**src/rtl/dmem_port_arbiter.sv**
```systemverilog
// dmem_port_arbiter: shares the single DataMemory handshake port among NUM_REQ
// requesters (requester 0 is the pipeline MEM stage, the rest are loader/debug).
// Round-robin grant, the winner's command is held in registers until the memory
// reports access_done, and completion plus read data are returned per requester.
// Optional feature macro: DMEM_ARB_STATS_EN adds saturating grant/wait counters.
module dmem_port_arbiter #(
  parameter int DMEM_ADDRESS_WIDTH = 20,
  parameter int NUM_REQ            = 2,
  parameter int STAT_WIDTH         = 16
) (
  input  logic                                          clk,
  input  logic                                          reset,
  input  logic [NUM_REQ-1:0]                            req_valid_i,
  input  logic [NUM_REQ-1:0][DMEM_ADDRESS_WIDTH-1:0]    req_address_i,
  input  logic [NUM_REQ-1:0][63:0]                      req_data_in_i,
  input  logic [NUM_REQ-1:0][7:0]                       req_bytemask_i,
  input  logic [NUM_REQ-1:0]                            req_write_i,
  output logic [NUM_REQ-1:0]                            req_done_o,
  output logic [63:0]                                   req_data_out_o,
  output logic [DMEM_ADDRESS_WIDTH-1:0]                 mem_address_o,
  output logic [63:0]                                   mem_data_in_o,
  output logic [7:0]                                    mem_bytemask_o,
  output logic                                          mem_write_o,
  output logic                                          mem_start_access_o,
  input  logic                                          mem_access_done_i,
  input  logic [63:0]                                   mem_data_out_i
`ifdef DMEM_ARB_STATS_EN
  ,
  output logic [NUM_REQ-1:0][STAT_WIDTH-1:0]            stat_grants_o,
  output logic [NUM_REQ-1:0][STAT_WIDTH-1:0]            stat_wait_o
`endif
);

  localparam int GW = (NUM_REQ > 1) ? $clog2(NUM_REQ) : 1;

  // Elaboration-time guards on the configuration space this arbiter supports.
  if (NUM_REQ < 2 || NUM_REQ > 4) begin : gBadNumReq
    $error("dmem_port_arbiter: NUM_REQ must be in 2..4");
  end
  if (STAT_WIDTH < 1) begin : gBadStatWidth
    $error("dmem_port_arbiter: STAT_WIDTH must be at least 1");
  end
  if (DMEM_ADDRESS_WIDTH < 4) begin : gBadAddrWidth
    $error("dmem_port_arbiter: DMEM_ADDRESS_WIDTH must be at least 4");
  end

  typedef enum logic {
    IDLE = 1'b0,
    BUSY = 1'b1
  } state_e;

  state_e                        state_q;
  logic [GW-1:0]                 grantId_q;
  logic [GW-1:0]                 rrPtr_q;
  logic [DMEM_ADDRESS_WIDTH-1:0] memAddress_q;
  logic [63:0]                   memDataIn_q;
  logic [7:0]                    memBytemask_q;
  logic                          memWrite_q;
  logic                          memStart_q;

  logic                          accessDone;
  logic [NUM_REQ-1:0]            ownerMask;
  logic [NUM_REQ-1:0]            eligible;
  logic                          pickValid_d;
  logic [GW-1:0]                 pickId_d;
  logic [GW-1:0]                 rrPtr_d;
  logic                          canGrant;
  logic                          grantNow;

  // Index of the requester that sits 'offset' places after 'base' in ring order.
  function automatic logic [GW-1:0] rotIdx(input logic [GW-1:0] base, input int offset);
    int s;
    s = int'(base) + offset;
    if (s >= NUM_REQ) begin
      s = s - NUM_REQ;
    end
    return GW'(s);
  endfunction

  assign accessDone = (state_q == BUSY) && mem_access_done_i;

  // One-hot view of the current owner; empty while no access is in flight.
  always_comb begin
    ownerMask = '0;
    if (state_q == BUSY) begin
      ownerMask[grantId_q] = 1'b1;
    end
  end

  // The finishing owner still shows valid in its done cycle, so it is masked out
  // there to let another requester take the port back-to-back.
  always_comb begin
    eligible = req_valid_i;
    if (accessDone) begin
      eligible = req_valid_i & ~ownerMask;
    end
  end

  // Round-robin search: first eligible requester at or after the pointer wins.
  always_comb begin
    pickValid_d = 1'b0;
    pickId_d    = '0;
    for (int k = NUM_REQ - 1; k >= 0; k--) begin
      if (eligible[rotIdx(rrPtr_q, k)]) begin
        pickValid_d = 1'b1;
        pickId_d    = rotIdx(rrPtr_q, k);
      end
    end
  end

  // Pointer moves just past the winner so it becomes lowest priority next time.
  always_comb begin
    rrPtr_d = pickId_d + GW'(1);
    if (pickId_d == GW'(NUM_REQ - 1)) begin
      rrPtr_d = '0;
    end
  end

  assign canGrant = (state_q == IDLE) || accessDone;
  assign grantNow = canGrant && pickValid_d;

  // Arbiter FSM: owns the grant, the ring pointer and the registered memory command.
  always_ff @(posedge clk) begin
    if (reset) begin
      state_q       <= IDLE;
      memStart_q    <= 1'b0;
      memAddress_q  <= '0;
      memDataIn_q   <= '0;
      memBytemask_q <= '0;
      memWrite_q    <= 1'b0;
      grantId_q     <= '0;
      rrPtr_q       <= '0;
    end else begin
      case (state_q)
        IDLE: begin
          if (pickValid_d) begin
            state_q    <= BUSY;
            memStart_q <= 1'b1;
          end
        end
        BUSY: begin
          if (accessDone && !pickValid_d) begin
            state_q    <= IDLE;
            memStart_q <= 1'b0;
          end
        end
        default: begin
          state_q    <= IDLE;
          memStart_q <= 1'b0;
        end
      endcase
      if (grantNow) begin
        memAddress_q  <= req_address_i[pickId_d];
        memDataIn_q   <= req_data_in_i[pickId_d];
        memBytemask_q <= req_bytemask_i[pickId_d];
        memWrite_q    <= req_write_i[pickId_d];
        grantId_q     <= pickId_d;
        rrPtr_q       <= rrPtr_d;
      end
    end
  end

  assign mem_address_o      = memAddress_q;
  assign mem_data_in_o      = memDataIn_q;
  assign mem_bytemask_o     = memBytemask_q;
  assign mem_write_o        = memWrite_q;
  assign mem_start_access_o = memStart_q;

  // Completion goes straight back to the owner in the same cycle memory reports it;
  // an access cut short by reset never reports completion.
  always_comb begin
    req_done_o = '0;
    if (accessDone && !reset) begin
      req_done_o[grantId_q] = 1'b1;
    end
  end

  assign req_data_out_o = mem_data_out_i;

`ifdef DMEM_ARB_STATS_EN
  logic [NUM_REQ-1:0][STAT_WIDTH-1:0] statGrants_q;
  logic [NUM_REQ-1:0][STAT_WIDTH-1:0] statWait_q;

  // Saturating per-requester counters: grants won and cycles spent waiting.
  always_ff @(posedge clk) begin
    if (reset) begin
      statGrants_q <= '0;
      statWait_q   <= '0;
    end else begin
      for (int i = 0; i < NUM_REQ; i++) begin
        if (grantNow && (pickId_d == GW'(i)) && (statGrants_q[i] != '1)) begin
          statGrants_q[i] <= statGrants_q[i] + STAT_WIDTH'(1);
        end
        if (req_valid_i[i] && !ownerMask[i] && (statWait_q[i] != '1)) begin
          statWait_q[i] <= statWait_q[i] + STAT_WIDTH'(1);
        end
      end
    end
  end

  assign stat_grants_o = statGrants_q;
  assign stat_wait_o   = statWait_q;
`else
`endif

`ifndef SYNTHESIS
  // The owner must keep asking until its completion; dropping early is a requester bug.
  ownerKeepsValid : assert property (@(posedge clk) disable iff (reset)
    (state_q == BUSY) |-> req_valid_i[grantId_q]);

  // DataMemory works on 64-bit words, so a granted address must be 8-byte aligned.
  alignedAtGrant : assert property (@(posedge clk) disable iff (reset)
    grantNow |-> (req_address_i[pickId_d][2:0] == 3'b000));

  // Only one requester can own the port, so at most one completion per cycle.
  singleDone : assert property (@(posedge clk) $onehot0(req_done_o));
`endif

endmodule

```
**config.mk**
```make
export PLATFORM = sky130hd
export DESIGN_NAME = dmem_port_arbiter
export DESIGN_NICKNAME = d
export VERILOG_FILES = /design/src/rtl/dmem_port_arbiter.sv
export SDC_FILE = /design/constraint.sdc
export NUM_CORES = 1
export LEC_CHECK = 0
export BUFFER_PORTS_ARGS = -buffer_cell sky130_fd_sc_hd__buf_2
export CAP_MARGIN = 20
export CORE_AREA = 8 8 155 157
export CTS_BUF_LIST = sky130_fd_sc_hd__clkbuf_16
export DETAILED_ROUTE_END_ITERATION = 16
export DIE_AREA = 0 0 163 165
export GPL_ROUTABILITY_DRIVEN = 0
export MAX_ROUTING_LAYER = met4
export SKIP_LAST_GASP = 1
export SYNTH_ARGS = -nofsm -noshare
export SYNTH_HDL_FRONTEND = slang
export SYNTH_SLANG_ARGS = --single-unit
```
**constraint.sdc**
```tcl
create_clock -name clk -period 2 [get_ports clk]
set_input_delay 0.1 -clock clk [delete_from_list [all_inputs] [get_ports clk]]
set_output_delay 0.1 -clock clk [all_outputs]
set_load 0.05 [all_outputs]
```
---- After elaboration in Yosys (flattened, before gate mapping) ----
Index checks and enable logic that the tools add are counted.
cells by class
  add/sub/neg operators ................... 4
  $lt $le $gt $ge ......................... 7
  eq/ne operators ......................... 2
  mux-type cells .......................... 30
  bitwise operators ....................... 3
  reductions and logical operators ........ 9
operator list
  kind                                                                count
  two-way mux 64 bit                                                  2
  two-way mux 20 bit                                                  2
  two-way mux 1 bit                                                   18
  two-way mux 8 bit                                                   2
  < comparator 1 x 2 -> 1 bit (second input constant)                 4
  two-way mux 2 bit                                                   3
  logical AND 1 bit                                                   5
  case mux 1 bit (2 select lines)                                     2
  adder 1 x 1 -> 2 bit (second input constant)                        1
  AND 2 bit                                                           1
  greater-or-equal comparator 1 x 2 -> 1 bit (second input constant)  1
  greater-or-equal comparator 2 bit (second input constant)           1
  zero test 1 bit                                                     2
  inequality test 2 x 1 -> 1 bit (second input constant)              1
  inequality test 2 bit (second input constant)                       1
  NOT 2 bit                                                           1
  AND reduction 2 bit                                                 1
  subtractor 1 bit (second input constant)                            2
  adder 1 bit (second input constant)                                 1
  demux 1 bit (select 1 bit)                                          1
  greater-or-equal comparator 1 bit (second input constant)           1
  logical OR 1 bit                                                    1
  NOT 1 bit                                                           1
word-level totals
  flip-flop bits (word level) ............. 97
  input bits .............................. 255
  output and inout bits ................... 160
  word-level logic and storage cells ...... 63

---- Logic depth before layout (Yosys ltp) ----
Gate-level depths: netlist of run 1.
  depth in word-level cells ............... 16
  gate-level depth with buffers ........... 7
  depth with buffers taken out ............ 3

---- Worst setup path before layout of run 1 ----
OpenSTA, ideal clock, no wires.
  path kind ............................... input to output
  from .................................... input port reset
  to ...................................... output port req_done_o[1]
  data arrival time ....................... 1.822 ns
  data required time ...................... 1.900 ns
  setup slack ............................. 0.078 ns
  cell stages on the path ................. 4
  buffers on the path ..................... 3
  cells stage by stage .................... buf_2 > clkbuf_1 > buf_1 > nor3b_1
between the ends
  cells in the longest elaborated chain, start to end .. 3
ends and longest elaborated chain
  element            RTL line  source
  start, declared    12        input logic reset,
  zero test 1 bit    173       if (accessDone && !reset) begin
  logical AND 1 bit  173
  two-way mux 2 bit  173
  end, declared      18        output logic [NUM_REQ-1:0] req_done_o,
Every way passes these cells.

---- Final worst setup path of run 1 ----
  from .................................... register grantId_q
  to ...................................... register memDataIn_q[45] (netlist: mem_data_in_o[45])
between the ends
  cells in the longest elaborated chain, start to end .. 14
  elaborated cells on any way between the ends .. 20
  those cells by class .................... order compare (2); mux (14); bitwise (2); reduce/logical (2)
ends and longest elaborated chain
  element                                                                                                        RTL line  source
  start, declared                                                                                                53        logic [GW-1:0] grantId_q;
  start signal, assigned                                                                                         157       grantId_q <= pickId_d;
  < comparator 1 x 2 -> 1 bit (not written as such) / greater-or-equal comparator 1 bit (equally long branches)  86        ownerMask[grantId_q] = 1'b1;
  logical AND 1 bit (not written as such)                                                                        86
  two-way mux 1 bit (not written as such)                                                                        86
  demux 1 bit (select 1 bit) *                                                                                   86
  two-way mux 2 bit *                                                                                            85        if (state_q == BUSY) begin
  NOT 2 bit *                                                                                                    95        eligible = req_valid_i & ~ownerMask;
  AND 2 bit *                                                                                                    95
  two-way mux 2 bit *                                                                                            94        if (accessDone) begin
  two-way mux 1 bit (not written as such) (2 in a row)                                                           104       if (eligible[rotIdx(rrPtr_q, k)]) begin
  two-way mux 1 bit (2 in a row)                                                                                 104
  two-way mux 64 bit (not written as such) (2 in a row)                                                          154       memDataIn_q <= req_data_in_i[pickId_d];
  end signal, assigned                                                                                           154
  end, declared                                                                                                  56        logic [63:0] memDataIn_q;
Every way passes the cells marked *; elsewhere a longest branch is shown, timed or not. The select of a mux whose other input is x is not followed.
A chain may end at the register's enable or synchronous reset.

==> results_dict.tcl, run 1 <==
set metrics [dict create \
    wire_per_inst_microns 21.8 \
    maxCapViolations 0 \
    globalRoute.totalOverflow 0 \
    final_layout_size_suffix_gt1_frac 0.373 \
    utilization 0.370 \
    cts_tree "done" \
    num_vias 6925 \
    drtAntennaViolNets 0 \
    grt_pass1_wl_microns 40000 \
    antenna_found_initial 1 \
    rows 54 \
    numCtsBuffers 9 \
    dr.pass1.iters 5 \
    setup_viol 0 \
    cts_root_buf "clkbuf_16" \
    areaGrowthSynthToFinish_pct 21.6 \
    seq_area_frac_synth 0.297 \
    fmax_mhz 564 \
    cp_cell_sequence "nor2b_4 > buf_12 > o2111ai_1 > o311ai_0" \
    synth_top_family_by_area "compound AO/OA/AOI/OAI gates" \
    crit_buf_inv 1 \
    dieWidth_microns 163 \
    yosys.area_share.simple 0.0946 \
    synth_ff_type "dfxtp_1" \
    drt-initial-drc-count 469 \
    final_common_cell "buf_2" \
    drt_wl_total_microns 26000 \
    ys_ff_latch 97 \
    max-slew-margin-rel 0.490 \
    worst_pin_slew_ns 0.764 \
    power_frac_comb 0.342 \
    synth.net_count 1023 \
    drc_errors 0 \
    async_flop_share 0 \
    slowest_delay_ns 0.61 \
    die_h_microns 165 \
    netlist_instances 768 \
    synth_compound_area_frac 0.398 \
    final-hold-violation-count 0 \
    io_pins 415 \
    post-route-period-util 0.887 \
    rsz0062_at_grt "no" \
    fin_setup_tns_ns 0 \
    yosysUniqueCellTypes 27 \
    hpwlAfterDp_microns 16800 \
    vias_per_cell 5.80 \
    avgSynthCellArea_sq_um 8.52 \
    yosys_warnings 0 \
    crit_type "flop to flop" \
    internal_power_mw 3.56 \
    swShare 0.409 \
    grt_max_degree 95 \
    nNetsFinal 1162 \
    fp.coreArea_sq_um 21500 \
    crit_required_ns 2.24 \
    critPathSlowestCell "nor2b_4" \
    mostFrequentLayoutCells "283 x buf_2, 176 x o2111ai_1, 97 x inv_1, 97 x dfxtp_1, 93 x nor2b_1" \
    end_kind "flop" \
    clkLatencyLatePin_ns 0.36 \
    worstPathMaxFanout 55 \
    status "completed" \
    clkTransAtPathRegs_ns 0.08 \
    leakage_nw 3.11 \
    htreeDepth 3 \
    p_per_area_nw_per_um2 755 \
    worstSetupStartpointType "flop" \
    synthAdderAreaFrac 0 \
    hold_buffers 0 \
    die_area_sq_um 26900 \
    cts_setup_buffers 0 \
    clkPwrFrac 0.286 \
    power_switching_mw 2.46 \
    min_path_type "input port to flop" \
    peakVddDrop_v 0.000347 \
    netlist_area_sq_um 6550 \
    synth_xor_area_frac 0 \
    grt_pass1_vias 7249 \
    port_buffers 286 \
    report.final.slew_viol_count 0 \
    cp_data_arrival_time_ns 2.01 \
    cts.sinks 97 \
    initial_utilization 0.305 \
    clock_path_buffers 2 \
    gr-usage-all-layers 0.191 \
    cp_top_family "simple AND/OR/NAND/NOR gates" \
    synth_edf_count 0 \
    seq_power_share 0.373 \
    synth.area.mux_share 0.00153 \
    clock_skew_ns 0.0144 \
    fin_crit_ns 1.77 \
    cts_resized 0 \
]
path summary, 6_finish.rpt:
check | startpoint | end | slack [ns] | depth (start not counted)
max | grantId_q | mem_data_in_o[45] | 0.23 | 4
min | req_data_in_i[49] | mem_data_in_o[49] | 0.008 | 3
max reg2reg | grantId_q | mem_data_in_o[45] | 0.23 | 4
min reg2reg | mem_start_access_o | mem_start_access_o | 0.46 | 2
metrics by stage:
stage / power, mW / setup WS, ns / hold slack [ns] / area [sq um] / std cells
final: 6.01 / 0.226 / 0.00781 / 7960 / 1193
after global placement: 4.35 / 0.283 / 0.200 / 7680 / 1176
after global routing: 6.31 / 0.0963 / 0.0225 / 7960 / 1193
after CTS: 6.09 / 0.225 / 0.0000649 / 7960 / 1192
after detailed placement: 4.35 / 0.228 / 0.200 / 7680 / 1176
after floorplan: 4.01 / 0.0785 / 0.275 / 6550 / 768
sequential cells by signal, summed over array words and instances, names as in the netlist:
name,flops
mem_data_in_o,64
mem_address_o,20
mem_bytemask_o,8
rrPtr_q,1
mem_write_o,1
state_q,1
grantId_q,1
mem_start_access_o,1
metal layers:
metal / share of wire / GRT usage / vias up
met5: 0 / - / -
li1: - / - / 3208
met2: 0.48 / 0.300 / 332
met3: 0.073 / 0.0404 / 52
met1: 0.42 / 0.228 / 3333
met4: 0.030 / 0.0984 / 0
worst reg2reg max path: stages, from the launching register on:
cell and delay [ns]:
dfxtp_1 0.33, nor2b_4 0.61, buf_12 0.34, o2111ai_1 0.23
o311ai_0 0.15
final cells by class:
type / count / area (sq um)
Tap cell: 280 / 350
Timing Repair Buffer: 309 / 1750
Multi-Input combinational cell: 393 / 3270
Inverter: 97 / 365
Fill cell: 2276 / 13500
Sequential cell: 97 / 1940
Clock inverter: 7 / 47.5
Antenna cell: 1 / 2.50
Clock buffer: 9 / 225
Yosys cell counts, types with 2 or more instances:
cell	number	area share
o311ai_0	23	0.031
buf_1	6	0.0034
o311ai_1	70	0.094
o2111ai_2	10	0.023
dfxtp_1	97	0.30
o2111ai_1	176	0.24
buf_6	7	0.012
inv_1	97	0.056
buf_2	19	0.015
o211ai_1	3	0.0034
clkbuf_1	83	0.048
o21ai_0	2	0.0015
a21oi_1	3	0.0023
buf_4	66	0.076
nor2b_1	94	0.090
power groups by stage:
stage	Combinational, mW	Sequential [mW]	Clock, mW
3_3_place_gp	2.07	2.29	0
6_report	2.06	2.24	1.72
2_1_floorplan	1.09	2.92	0
5_1_grt	2.19	2.26	1.86
3_5_place_dp	2.07	2.28	0
4_1_cts	2.07	2.24	1.78
cells by family after synthesis:
kind of cell,Yosys count
compound gates,293
simple gates,99
flops,97
mux,1
buf+inv,278
(Power assumes the default switching activity.)
==> run 2: changes to the inputs <==
Settings changed: ABC_AREA from default to 1, CORE_AREA 8 8 155 157 to 8 8 154 156, DIE_AREA 0 0 163 165 to 0 0 162 164.
==> results_dict.tcl, run 2 <==
set metrics [dict create \
    num_vias 5607 \
    yosys_warnings 0 \
    crit_type "flop to flop" \
    cp_data_arrival_time_ns 1.85 \
    largest_reg_flops 64 \
    yosysUniqueCellTypes 16 \
    max-slew-margin-rel 0.792 \
    synth_edf_count 0 \
    cts_root_buf "clkbuf_16" \
    gr-usage-all-layers 0.140 \
    report.final.slew_viol_count 0 \
    post-route-period-util 0.786 \
    ys_ff_latch 97 \
    mostFrequentLayoutCells "381 x nand2_1, 285 x buf_2, 97 x dfxtp_1" \
    wire_per_inst_microns 14.6 \
    drt_wl_total_microns 18700 \
    grt_max_degree 71 \
    netlist_instances 811 \
    clkTransAtPathRegs_ns 0.07 \
    vias_per_cell 4.38 \
    dr.pass1.iters 4 \
    maxCapViolations 0 \
    fp.coreArea_sq_um 21400 \
    cp_top_family "simple AND/OR/NAND/NOR gates" \
    dieWidth_microns 162 \
    yosysMostFrequentCell "nand2_1" \
    hpwlAfterDp_microns 14000 \
    path_common_cell "nand2_1" \
    total_power_mw 5.70 \
    drc_errors 0 \
    min_path_type "input port to flop" \
    globalRoute.totalOverflow 0 \
    nNetsFinal 1251 \
    final-hold-violation-count 0 \
    areaGrowthSynthToFinish_pct 29.3 \
    final_layout_size_suffix_gt1_frac 0.317 \
    peakVddDrop_v 0.000382 \
    avgSynthCellArea_sq_um 6.42 \
    cts_resized 0 \
    fin_setup_tns_ns 0 \
    leakage_nw 3.59 \
    rsz0062_at_grt "no" \
    fmax_mhz 636 \
    async_flop_share 0 \
    initial_utilization 0.244 \
    antenna_cells 0 \
    clock_path_buffers 2 \
    worstPathMaxFanout 47 \
    synth_area_leaders "dfxtp_1 37%, nand2_1 28%, buf_4 11%, nand3_1 9.2%, a21oi_1 9.1%" \
    seq_area_frac_synth 0.373 \
    cts_setup_buffers 0 \
    synth_ff_type "dfxtp_1" \
    yosysTopAreaCell "dfxtp_1" \
    setup_viol 0 \
    netlist_area_sq_um 5210 \
    worstSetupStartpointType "flop" \
    die_h_microns 164 \
    numCtsBuffers 9 \
    fillers 2379 \
    drt-initial-drc-count 245 \
    clkLatencyLatePin_ns 0.35 \
    cts.sinks 97 \
    die_area_sq_um 26600 \
    port_buffers 286 \
    final_common_cell "nand2_1" \
    drtAntennaViolNets 0 \
    cp_cell_sequence "inv_1 > nand3_1 > nand2_1 > nand2_1 > inv_1 > nor2_4 > buf_12 > nand2_1 > a21oi_1" \
    synth_common_cells "382 x nand2_1, 97 x dfxtp_1, 96 x nand3_1, 95 x a21oi_1, 78 x buf_4" \
    end_kind "flop" \
    cts_tree "done" \
    rows 54 \
    crit_required_ns 2.27 \
    antenna_found_initial 1 \
    grt_pass1_vias 5588 \
    p_per_area_nw_per_um2 846 \
    critPathSlowestCell "dfxtp_1" \
    crit_buf_inv 3 \
    grt_pass1_wl_microns 29100 \
    fin_crit_ns 1.57 \
    worst_pin_slew_ns 0.312 \
    slowest_delay_ns 0.35 \
    htreeDepth 3 \
    hold_buffers 0 \
    status "completed" \
    clock_skew_ns 0.00827 \
    io_pins 415 \
    yosysTopAreaCellShare 0.373 \
    synth.net_count 1066 \
]
==> run 2: cell count changes after synthesis, moves of 6 or more <==
cell       delta
nand2_1     +381
o2111ai_1   -176
nand3_1      +96
nor2b_1      -94
a21oi_1      +92
inv_1        -90
o311ai_1     -70
clkbuf_1     -61
o311ai_0     -23
buf_4        +12
o2111ai_2    -10
buf_1         -6
buf_6         -6
==> run 2: per-layer routing <==
metal / vias up / share of wire / track usage
met5: - / 0 / -
met3: 43 / 0.073 / 0.0396
met1: 2466 / 0.42 / 0.155
li1: 2879 / - / -
met2: 219 / 0.47 / 0.229
met4: 0 / 0.033 / 0.0678
==> run 2: final timing paths <==
kind / from / endpoint / slack [ns] / cells after the start
worst max-delay path: grantId_q / mem_bytemask_o[0] / 0.43 / 9
worst max register to register: grantId_q / mem_bytemask_o[0] / 0.43 / 9
worst min-delay path: req_data_in_i[18] / mem_data_in_o[18] / 0.08 / 5
worst min register to register: mem_write_o / mem_write_o / 0.46 / 2
==> run 2: logic make-up (layout without fill, tap and decap cells) <==
group                  Yosys count  count (layout)  synth area share
flip-flops                      97              97             0.373
AND/OR/NAND/NOR                483             483             0.373
AO/OA/AOI/OAI                   98              98            0.0953
buffers and inverters          133             323             0.159
==> run 2: power breakdown <==
| group | internal, mW | switching, mW | total [mW] |
|---|---|---|---|
| Combinational | 0.529 | 1.25 | 1.78 |
| Clock | 0.958 | 0.776 | 1.73 |
| Sequential | 2.10 | 0.0826 | 2.18 |
| Total | 3.59 | 2.11 | 5.70 |
==> run 2: metrics by stage <==
| stage | area, sq um | util | worst slack (ns) | hold slack [ns] | cells |
|---|---|---|---|---|---|
| 6_report | 6740 | 0.315 | 0.427 | 0.0799 | 1281 |
| 2_1_floorplan | 5210 | - | 0.661 | 0.324 | 811 |
| 4_1_cts | 6740 | 0.315 | 0.422 | 0.0598 | 1281 |
| 3_5_place_dp | 6450 | 0.302 | 0.437 | 0.200 | 1265 |
| 5_1_grt | 6740 | 0.315 | 0.259 | 0.0792 | 1281 |
| 3_3_place_gp | 6450 | 0.302 | 0.451 | 0.200 | 1265 |
==> run 2: area by class of cell <==
type	count	area (sq um)	share of cell area
Sequential cell	97	1940	0.288
Multi-Input combinational cell	581	2470	0.366
Clock inverter	7	63.8	0.00947
Tap cell	280	350	0.0520
Inverter	8	31.3	0.00464
Clock buffer	9	225	0.0334
Timing Repair Buffer	299	1660	0.246
==> run 2: worst min-delay path: cells and delay by family <==
family | cells | cell delay (ns)
AO/OA/AOI/OAI | 1 | 0.05
buffers and inverters | 1 | 0.10
AND/OR/NAND/NOR | 3 | 0.14
==> run 3: changes to the inputs <==
Settings changed: CORE_AREA 8 8 154 156 to 8 8 153 155, DIE_AREA 0 0 162 164 to 0 0 161 163.
Clock period 2 ns to 1.35 ns, I/O delays scaled along.
==> results_dict.tcl, run 3 (same netlist as run 2, synthesis figures left out) <==
set metrics [dict create \
    rows 53 \
    die_h_microns 163 \
    met3_wirelength_microns 1670 \
    worstPathMaxFanout 6 \
    nNetsFinal 1306 \
    r2r_slack_ns -0.15 \
    worstSetupStartpointType "flop" \
    slowest_delay_ns 0.35 \
    critPathSlowestCell "dfxtp_2" \
    grt_pass1_wl_microns 31200 \
    leakage_nw 4.06 \
    hold-path-cell-count 5 \
    startpoint "grantId_q" \
    die_area_sq_um 26200 \
    dr_wl_met2_microns 10800 \
    dp_cells 1280 \
    wire_per_inst_microns 17.0 \
    fin_crit_ns 1.50 \
    dp_slack_ns -0.206 \
    clkTransAtPathRegs_ns 0.07 \
    dieWidth_microns 161 \
    crit_type "flop to flop" \
    io_pins 415 \
    peakVddDrop_v 0.000505 \
    rsz0062_at_grt "yes" \
    grt_pass1_vias 5807 \
    finish.instance_area_sq_um 7760 \
    clkLatencyLatePin_ns 0.34 \
    fmax_mhz 668 \
    mostFrequentLayoutCells "368 x nand2_1, 285 x buf_2, 95 x dfxtp_1" \
    initial_utilization 0.250 \
    r2r_start "grantId_q" \
    drt_wl_total_microns 22700 \
    gr-usage-all-layers 0.153 \
    topRoutingLayerUsed "met4" \
    final_common_cell "nand2_1" \
    fp.coreArea_sq_um 20800 \
    clock_skew_ns 0.00653 \
    violations "setup timing" \
    worst_pin_slew_ns 0.333 \
    cp_data_arrival_time_ns 1.72 \
    report.final.slew_viol_count 0 \
    hold_buffers 0 \
    vias_per_cell 4.47 \
    crit_required_ns 1.57 \
    drtAntennaViolNets 0 \
    met1_length_microns 9410 \
    cts_tree "done" \
    antenna_found_initial 1 \
    cts_root_buf "clkbuf_16" \
    reg2reg_depth 11 \
    cp-endpoint "mem_data_in_o[17]" \
    placed_cell_area_sq_um 6640 \
    min_path_type "input port to flop" \
    drc_errors 0 \
    grt_max_degree 52 \
    cp_top_family "buffers and inverters" \
    final_layout_size_suffix_gt1_frac 0.389 \
    final-hold-violation-count 0 \
    maxCapViolations 0 \
    p_per_area_nw_per_um2 1180 \
    numCtsBuffers 9 \
    setup_viol 96 \
    cp_cell_sequence "nand3_2 > nand2_2 > nand2_2 > inv_2 > nor2_4 > buf_12 > buf_12 > buf_12 > buf_16 > nand2_1 > a21oi_2" \
    port_buffers 286 \
    post-route-period-util 1.11 \
    dr.pass1.iters 4 \
    end_kind "flop" \
    largest_reg_flops 64 \
    cts.sinks 97 \
    finalNonFillerCells 1331 \
    clock_path_buffers 2 \
    timing.rr.end "mem_data_in_o[17]" \
    num_vias 5950 \
    path_common_cell "buf_12" \
    worst_slack_ns -0.148 \
    crit_buf_inv 5 \
    areaGrowthSynthToFinish_pct 49.0 \
    globalRoute.totalOverflow 0 \
    status "complete, but fails checks" \
    hpwlAfterDp_microns 14400 \
    max-slew-margin-rel 0.778 \
    drt-initial-drc-count 361 \
    cp.depth 11 \
    htreeDepth 3 \
]
run 3: cell types whose count changed in the layout (fill, tap and decap cells not counted), sizes merged:
cell / change
buf: +46
clkbuf: +9
clkinvlp: -1
diode: +1
run 3: power breakdown:
| part | internal, mW | total (mW) | leakage (nW) | switching (mW) |
|---|---|---|---|---|
| clock | 1.42 | 2.56 | 0.136 | 1.14 |
| combinational | 1.23 | 3.35 | 3.12 | 2.12 |
| sequential | 3.11 | 3.24 | 0.800 | 0.126 |
run 3: layer usage:
metal | GRT usage | vias up
li1 | - | 2999
met2 | 0.252 | 255
met4 | 0.0669 | 0
met1 | 0.169 | 2653
met5 | - | -
met3 | 0.0458 | 43
run 3: final cells by class:
cell class              count  area (sq um)
fillers                  2220         13100
multi-input cells         581          2610
repair buffers            354          2550
flip-flops and latches     97          1940
well taps                 275           344
clock buffers               9           225
clock inverters             6          61.3
inverters                   8          32.5
diodes                      1          2.50
run 3: timing repair:
item                                    4_1_cts  5_1_grt
endpoints found under the setup margin       97       97
setup buffers                                10        7
endpoints found under the hold margin         0        0
cloned                                        7       12
pin swaps                                     7       10
gates resized for setup                      22       37
run 3: worst min-delay path, stage by stage:
cell and delay [ns]:
buf_2 0.09, nand2_1 0.05, nand2_1 0.04, nand2_1 0.05, a21oi_1 0.05
run 3: per-stage QoR:
step           utilization  total power, mW  setup TNS (ns)  hold WS [ns]
2_1_floorplan            -             5.63               0         0.291
3_3_place_gp         0.319             6.04          -12.08         0.135
3_5_place_dp         0.319             6.05          -15.54         0.135
4_1_cts              0.352             8.98           -8.90        0.0291
5_1_grt              0.373             9.64          -18.57        0.0451
6_report             0.373             9.15           -9.64        0.0549
run 3: worst min path at each step:
stage	startpoint	end
finish	req_data_in_i[56]	mem_data_in_o[56]
global route	req_address_i[1]	mem_address_o[1]
CTS	req_data_in_i[50]	mem_data_in_o[50]
detailed placement	mem_data_out_i[1]	req_data_out_o[1]
global placement	mem_data_out_i[1]	req_data_out_o[1]
floorplan	req_data_in_i[27]	mem_data_in_o[27]
